--- src/rtl/fetch_pkg.sv ---
// rtl/fetch_pkg.sv - fetch unit state encoding and default width constants
package fetch_pkg;

  localparam int DEF_DATA_W = 8;
  localparam int DEF_OPC_W  = 5;
  localparam int DEF_ADDR_W = 8;

  typedef enum logic [1:0] {
    ST_IDLE = 2'd0,
    ST_WAIT = 2'd1,
    ST_DONE = 2'd2
  } fetch_state_e;

endpackage

--- src/rtl/fetch_fsm.sv ---
// rtl/fetch_fsm.sv - fetch sequencer IDLE/WAIT/DONE; FETCH_TIMEOUT_EN adds the ack watchdog and fetch_err
module fetch_fsm
  import fetch_pkg::*;
`ifdef FETCH_TIMEOUT_EN
#(
  parameter int TIMEOUT_CYC = 15
)
`endif
(
  input  logic clk,
  input  logic rst,
  input  logic sclr,
  input  logic fetch_start,
  input  logic pc_ld,
  input  logic mem_ack,
  output logic start_fetch,
  output logic ack_take,
  output logic idle,
  output logic mem_req,
  output logic fetch_busy,
  output logic fetch_done
`ifdef FETCH_TIMEOUT_EN
  ,
  output logic fetch_err
`endif
);

  fetch_state_e state_q, state_d;
  logic         timeout;

`ifdef FETCH_TIMEOUT_EN
  localparam int CNT_W = $clog2(TIMEOUT_CYC + 1);

  logic [CNT_W-1:0] cnt_q, cnt_d;
  logic             err_q, err_d;

  // Counter idles at zero, so it is already cleared on every entry to WAIT.
  always_comb begin
    cnt_d   = '0;
    timeout = 1'b0;
    if (state_q == ST_WAIT) begin
      cnt_d   = cnt_q + 1'b1;
      timeout = !mem_ack && (cnt_q == CNT_W'(TIMEOUT_CYC - 1));
    end
    err_d = timeout;
  end

  always_ff @(posedge clk) begin
    if (!rst || sclr) begin
      cnt_q <= '0;
      err_q <= 1'b0;
    end else begin
      cnt_q <= cnt_d;
      err_q <= err_d;
    end
  end

  assign fetch_err = err_q;
`else
  assign timeout = 1'b0;
`endif

  always_ff @(posedge clk) begin
    if (!rst || sclr) begin
      state_q <= ST_IDLE;
    end else begin
      state_q <= state_d;
    end
  end

  always_comb begin
    state_d = state_q;
    case (state_q)
      ST_IDLE: if (fetch_start && !pc_ld) state_d = ST_WAIT;
      ST_WAIT: begin
        if (mem_ack) begin
          state_d = ST_DONE;
        end else if (timeout) begin
          state_d = ST_IDLE;
        end
      end
      ST_DONE: state_d = ST_IDLE;
      default: state_d = ST_IDLE;
    endcase
  end

  always_comb begin
    idle        = (state_q == ST_IDLE);
    mem_req     = (state_q == ST_WAIT);
    fetch_busy  = (state_q != ST_IDLE);
    fetch_done  = (state_q == ST_DONE);
    start_fetch = idle && fetch_start && !pc_ld;
    ack_take    = mem_req && mem_ack;
  end

endmodule

--- src/rtl/fetch_unit.sv ---
// rtl/fetch_unit.sv - MAR/IR/PC datapath with autonomous fetch; FETCH_TIMEOUT_EN enables the ack watchdog
module fetch_unit
  import fetch_pkg::*;
#(
  parameter int                DATA_W   = DEF_DATA_W,
  parameter int                OPC_W    = DEF_OPC_W,
  parameter int                ADDR_W   = DEF_ADDR_W,
  parameter logic [ADDR_W-1:0] PC_RESET = '0
`ifdef FETCH_TIMEOUT_EN
  ,
  parameter int                TIMEOUT_CYC = 15
`endif
) (
  input  logic                    clk,
  input  logic                    rst,
  input  logic                    sclr,
  input  logic [DATA_W-1:0]       BUS_c,
  input  logic                    ir_en,
  input  logic                    mar_en,
  input  logic                    pc_ld,
  input  logic                    fetch_start,
  input  logic [DATA_W-1:0]       mem_rdata,
  input  logic                    mem_ack,
  output logic                    mem_req,
  output logic [ADDR_W-1:0]       q_addressBus,
  output logic [OPC_W-1:0]        q_controlUnit,
  output logic [DATA_W-OPC_W-1:0] q_operand,
  output logic [ADDR_W-1:0]       q_pc,
  output logic                    fetch_busy,
  output logic                    fetch_done
`ifdef FETCH_TIMEOUT_EN
  ,
  output logic                    fetch_err
`endif
);

  logic [ADDR_W-1:0] mar_q, mar_d;
  logic [DATA_W-1:0] ir_q, ir_d;
  logic [ADDR_W-1:0] pc_q, pc_d;
  logic              start_fetch, ack_take, idle;

`ifdef FETCH_TIMEOUT_EN
  fetch_fsm #(
    .TIMEOUT_CYC (TIMEOUT_CYC)
  ) u_fsm (
`else
  fetch_fsm u_fsm (
`endif
    .clk         (clk),
    .rst         (rst),
    .sclr        (sclr),
    .fetch_start (fetch_start),
    .pc_ld       (pc_ld),
    .mem_ack     (mem_ack),
    .start_fetch (start_fetch),
    .ack_take    (ack_take),
    .idle        (idle),
    .mem_req     (mem_req),
    .fetch_busy  (fetch_busy),
    .fetch_done  (fetch_done)
`ifdef FETCH_TIMEOUT_EN
    ,
    .fetch_err   (fetch_err)
`endif
  );

  // Bus loads only land in IDLE; a won fetch_start overrides mar_en.
  always_comb begin
    mar_d = mar_q;
    ir_d  = ir_q;
    pc_d  = pc_q;
    if (idle) begin
      if (pc_ld) begin
        pc_d = BUS_c[ADDR_W-1:0];
      end
      if (start_fetch) begin
        mar_d = pc_q;
      end else if (mar_en) begin
        mar_d = BUS_c[ADDR_W-1:0];
      end
      if (ir_en) begin
        ir_d = BUS_c;
      end
    end
    if (ack_take) begin
      ir_d = mem_rdata;
      pc_d = pc_q + 1'b1;
    end
  end

  always_ff @(posedge clk) begin
    if (!rst || sclr) begin
      mar_q <= '0;
      ir_q  <= '0;
      pc_q  <= PC_RESET;
    end else begin
      mar_q <= mar_d;
      ir_q  <= ir_d;
      pc_q  <= pc_d;
    end
  end

  assign q_addressBus  = mar_q;
  assign q_pc          = pc_q;
  assign q_controlUnit = ir_q[DATA_W-1 -: OPC_W];
  assign q_operand     = ir_q[DATA_W-OPC_W-1:0];

endmodule
--- config.mk ---
export PLATFORM = sky130hd
export DESIGN_NAME = fetch_unit
export DESIGN_NICKNAME = d
export VERILOG_FILES = /design/src/rtl/fetch_pkg.sv /design/src/rtl/fetch_fsm.sv /design/src/rtl/fetch_unit.sv
export SDC_FILE = /design/constraint.sdc
export NUM_CORES = 1
export LEC_CHECK = 0
export ABC_AREA = 1
export ABC_CLOCK_PERIOD_IN_PS = 2400
export BUFFER_PORTS_ARGS = -buffer_cell sky130_fd_sc_hd__buf_2
export CAP_MARGIN = 20
export CORE_ASPECT_RATIO = 0.5
export CORE_MARGIN = 5
export CORE_UTILIZATION = 54
export DETAILED_ROUTE_END_ITERATION = 7
export PLACE_DENSITY = 0.82
export REMOVE_ABC_BUFFERS = 1
export SYNTH_ARGS = -nofsm -noshare
export SYNTH_HDL_FRONTEND = slang
export SYNTH_SLANG_ARGS = --single-unit
--- constraint.sdc ---
create_clock -name clk -period 2.4 [get_ports clk]
set_input_delay 0.12 -clock clk [delete_from_list [all_inputs] [get_ports clk]]
set_output_delay 0.12 -clock clk [all_outputs]
set_load 0.1 [all_outputs]
After elaboration in Yosys (flattened, before gate mapping)
Index checks and enable logic that the tools add are counted.
{"block": "word_totals", "reg_bits": 26, "latch_bits": 0, "word_cells": 37, "ramBits": 0, "output_inout_bits": 27, "rom_bits": 0, "n_memories": 0, "input_bits": 24}
{"block": "op_classes", "order_cmp": 0, "reduce_logical": 17, "muxes": 11, "div": 0, "shifts": 0, "addsub": 1, "mul": 0, "bitwise_logic": 0, "eq_ne": 4}
{"op": "$mux W8", "n": 8}
{"op": "$reduce_bool A2 Y1", "n": 5}
{"op": "$add A8 B1 Y8 const B", "n": 1}
{"op": "$reduce_and A2 Y1", "n": 4}
{"op": "$logic_and A1 B1 Y1", "n": 4}
{"op": "$mux W2", "n": 2}
{"op": "$pmux W2 S2", "n": 1}
{"op": "$eq A2 B1 Y1 const B", "n": 1}
{"op": "$eq A2 B2 Y1 const B", "n": 1}
{"op": "$logic_not A1 Y1", "n": 2}
{"op": "$logic_not A2 Y1", "n": 1}
{"op": "$ne A2 B1 Y1 const B", "n": 1}
{"op": "$ne A2 B2 Y1 const B", "n": 1}
{"op": "$logic_or A1 B1 Y1", "n": 1}

Longest topological paths before layout
{"block": "logic_depth", "depth_word": 5, "mapped_depth": 7, "mapped_depth_nobuf": 7}

Modules after synthesis
From an unflattened synthesis, not the netlist that was laid out.
{"block": "hier_totals", "hier_cells": 212, "area_unflattened_um2": 1395.1}
{"mod": "fetch_unit", "n_inst": 1, "seq_area_each_um2": 480.5, "area_per_inst_um2": 1281.2, "cells_each": 193}
{"mod": "fetch_fsm", "n_inst": 1, "seq_area_each_um2": 40.0, "area_per_inst_um2": 113.9, "cells_each": 19}

Worst setup path before layout
No wires, ideal clock.
{"block": "synth_path", "path_kind": "reg2out", "startpoint": "reg u_fsm.state_q[1]", "endpoint": "out fetch_done", "n_path_buf": 1, "required_time_ns": 2.280, "stages_incl_launch_ff": 4, "arrival_time_ns": 1.871, "setup_slack_ns": 0.409, "path_cell_list": "dfxtp_1 inv_2 buf_2 nor2_1"}
{"block": "synth_via", "elab_chain_len": 1}
{"element": "from (decl)", "line_no": "fetch_fsm.sv:28", "text": "fetch_state_e state_q, state_d;"}
{"element": "from (signal assigned)", "line_no": "fetch_fsm.sv:67", "text": "state_q <= state_d;"}
{"element": "$eq A2 B2 Y1", "line_no": "fetch_fsm.sv:91", "text": "fetch_done = (state_q == ST_DONE);"}
{"element": "to (decl)", "line_no": "fetch_unit.sv:30", "text": "output logic fetch_done"}
No other way between the ends.

Worst setup path in the final report
{"block": "layout_path", "startpoint": "reg u_fsm.state_q[0]", "endpoint": "out fetch_busy"}
{"block": "layout_via", "elab_chain_len": 1}
{"element": "$reduce_bool A2 Y1", "line_no": "fetch_fsm.sv:90", "text": "fetch_busy = (state_q != ST_IDLE);"}
{"element": "to (decl)", "line_no": "fetch_unit.sv:29", "text": "output logic fetch_busy,"}
No other way between the ends.

==> results.py <==
metrics = {
    "clock_network": {
        "clk_path_buf_depth": 2,
        "clk_pin_slew_worst_paths_ns": 0.09,
        "htreeDepth": 1,
        "cts-root-buf": "clkbuf_8",
        "tritoncts": "built",
        "clk_latency_ns": 0.27,
        "ctsResizeCount": 0,
        "post-cts-setup-buffers": 0,
        "hold_buffers": 0,
        "cts_made_buffers": 3,
        "numClockSinks": 26,
    },
    "cells_and_area": {
        "final_cell_mix": "nand2_1, buf_2, nor2_1",
        "final_common_cell": "nand2_1",
        "final_layout_size_suffix_gt1_share_pct": 22.26,
        "fill_cells": 236,
        "num_antenna_cells": 0,
        "syn_to_final_growth_pct": 20.60,
        "fin_nets": 327,
        "fin_cells": 338,
    },
    "power_and_ir_drop": {
        "p_leak_uw": 0.001073,
        "ir_worst_vdd_mv": 0.2759,
        "p_per_area_nw_per_um2": 539.7,
    },
    "global_routing": {
        "grt_overflow": 0,
        "antenna_found_initial": 0,
        "grt_max_degree": 17,
        "grt_pass1_wl_um": 6575,
        "gr-usage-all-layers_pct": 20.66,
        "grt_pass1_vias": 1523,
    },
    "floorplan": {
        "initial_core_util_pct": 57.83,
        "core_area_um2": 2668,
        "io_pins": 51,
        "die_w_um": 85.59,
        "dieArea_um2": 4091,
        "rows": 13,
        "fp.dieH_um": 47.80,
    },
    "min_path": {
        "hp-class": "input pin to flip-flop",
    },
    "timing": {
        "worst_pin_slew_ns": 0.4889,
        "finalMaxSlewViolations": 0,
        "fmax_ghz": 0.5600,
        "setup_tns_ns": 0,
        "finClkSkew_ns": 0.002976,
        "period_share_pct": 74.40,
        "rsz0062_at_grt": "no",
        "hold_viol": 0,
        "setup_viol": 0,
        "finalCriticalPeriod_ns": 1.786,
        "slew_headroom_pct": 67.63,
    },
    "logic_synthesis": {
        "synth.distinct_cells": 22,
        "syn_area_um2": 1543,
        "syn-mean-instance-area_um2": 6.122,
        "synth_seq_area_share_pct": 33.74,
        "ys_warn_count": 0,
        "synth-seq-cells": 26,
        "syn_inst": 252,
    },
    "setup_path": {
        "crit_family": "buffers and inverters",
        "cpPeakStageDelay_ns": 0.48,
        "start_kind": "flip-flop",
        "cp_slowest_cell": "dfxtp_1",
        "crit_chain": "inv_1 -> nand2_1 -> buf_2",
        "cp-end-kind": "primary output",
        "reg2reg_slack_ns": 0.94,
        "crit_type": "flip-flop to primary output",
        "crit_arrival_ns": 1.67,
        "path_max_fanout": 11,
        "critPathRequiredTime_ns": 2.28,
        "crit_buf_inv": 2,
    },
    "status": {
        "outcome": "finished, final reports clean",
    },
    "placement": {
        "dpl.cell_count": 334,
        "globalplace.congestion": 0.8418,
        "port_buffers": 50,
        "hpwl_um": 3095,
    },
    "run": {
        "maxCapViolCount": 0,
    },
    "drt": {
        "route.detailed.wl_per_inst_um": 12.02,
        "drt_iter0_drc": 116,
        "via_per_inst": 4.879,
        "vias": 1649,
        "drt_wl_total_um": 4063,
        "dr.pass1.iters": 4,
        "antenna_left": 0,
        "drc_errors": 0,
    },
}
[cell usage after synthesis, drive strengths merged]
cell    instances  area share, %
nand2          76             19
nand4          12            4.9
inv            40            9.7
xor2            2            1.1
a21oi           2           0.65
clkinv          1           0.24
o21bai          1           0.49
buf             6            2.7
nor2           48             13
dfxtp          26             34
nand3          32             11
o21ai           4            1.5
ha              1           0.81
nor3            1           0.65
[final cells by class]
type                    instances  area, µm²  area share [%]
multi-input cells             179      827.0           44.45
flip-flops and latches         26      520.5           27.98
repair buffers                 51      257.7           13.85
inverters                      41      153.9           8.272
clock buffers                   4      55.05           2.959
well taps                      37      46.29           2.488
[sequential cells by signal, indices dropped and copies added (netlist names)]
register       flops
q_addressBus       8
ir_q               8
u_fsm.state_q      2
q_pc               8
[worst paths after layout]
path / cells past startpoint / from / end
setup / recovery: 3 / u_fsm.state_q[0] / fetch_busy
hold / removal: 3 / mem_rdata[5] / ir_q[5]
setup reg to reg: 7 / u_fsm.state_q[1] / q_pc[1]
hold reg to reg: 2 / ir_q[5] / ir_q[5]
[worst reg2reg max path: stages, from the launching register on]
cell and delay [ns]:
dfxtp_1 0.40, inv_2 0.14, nand3_4 0.21, clkinv_1 0.29, nand2_1 0.13, nand2_1 0.05, nor2_1 0.08, nor2_1 0.05
[routing by layer]
metal / GRT usage (%) / vias up / routed length, µm / part of all wire, %
met5: 0 / - / 0 / 0
met4: 6.309 / 0 / 18 / 0.44
met3: 5.842 / 2 / 326 / 8.0
met2: 36.42 / 54 / 1853 / 46
met1: 25.56 / 717 / 1864 / 46
li1: - / 876 / - / -
[through the flow]
stage	area, µm²	setup WS, ns	power [µW]	util (%)	hold WS [ns]
CTS	1861	0.6290	1009	69.75	0.08146
global route	1861	0.5095	1049	69.75	0.09505
floorplan	1501	0.4570	660.0	-	0.2563
finish	1861	0.6143	1004	69.75	0.07336
global placement	1805	0.9866	720.2	67.68	0.3495
detailed placement	1805	0.9391	723.4	67.68	0.3668
[cell families after synthesis]
logic type,after synthesis,synth area share (%)
DFF,26,33.74
xor gates and xnor gates,2,1.136
AOI/OAI and AO/OA,7,2.676
buffers and inverters,47,12.65
adders and majority gates,1,0.8109
and+or+nand+nor,169,48.99
[where the power goes]
part | total, µW | switching [µW] | internal, µW
logic | 257 | 198 | 59.1
registers | 459 | 13.1 | 446
clock network | 289 | 142 | 147
Power figures use the tool's default switching activity.
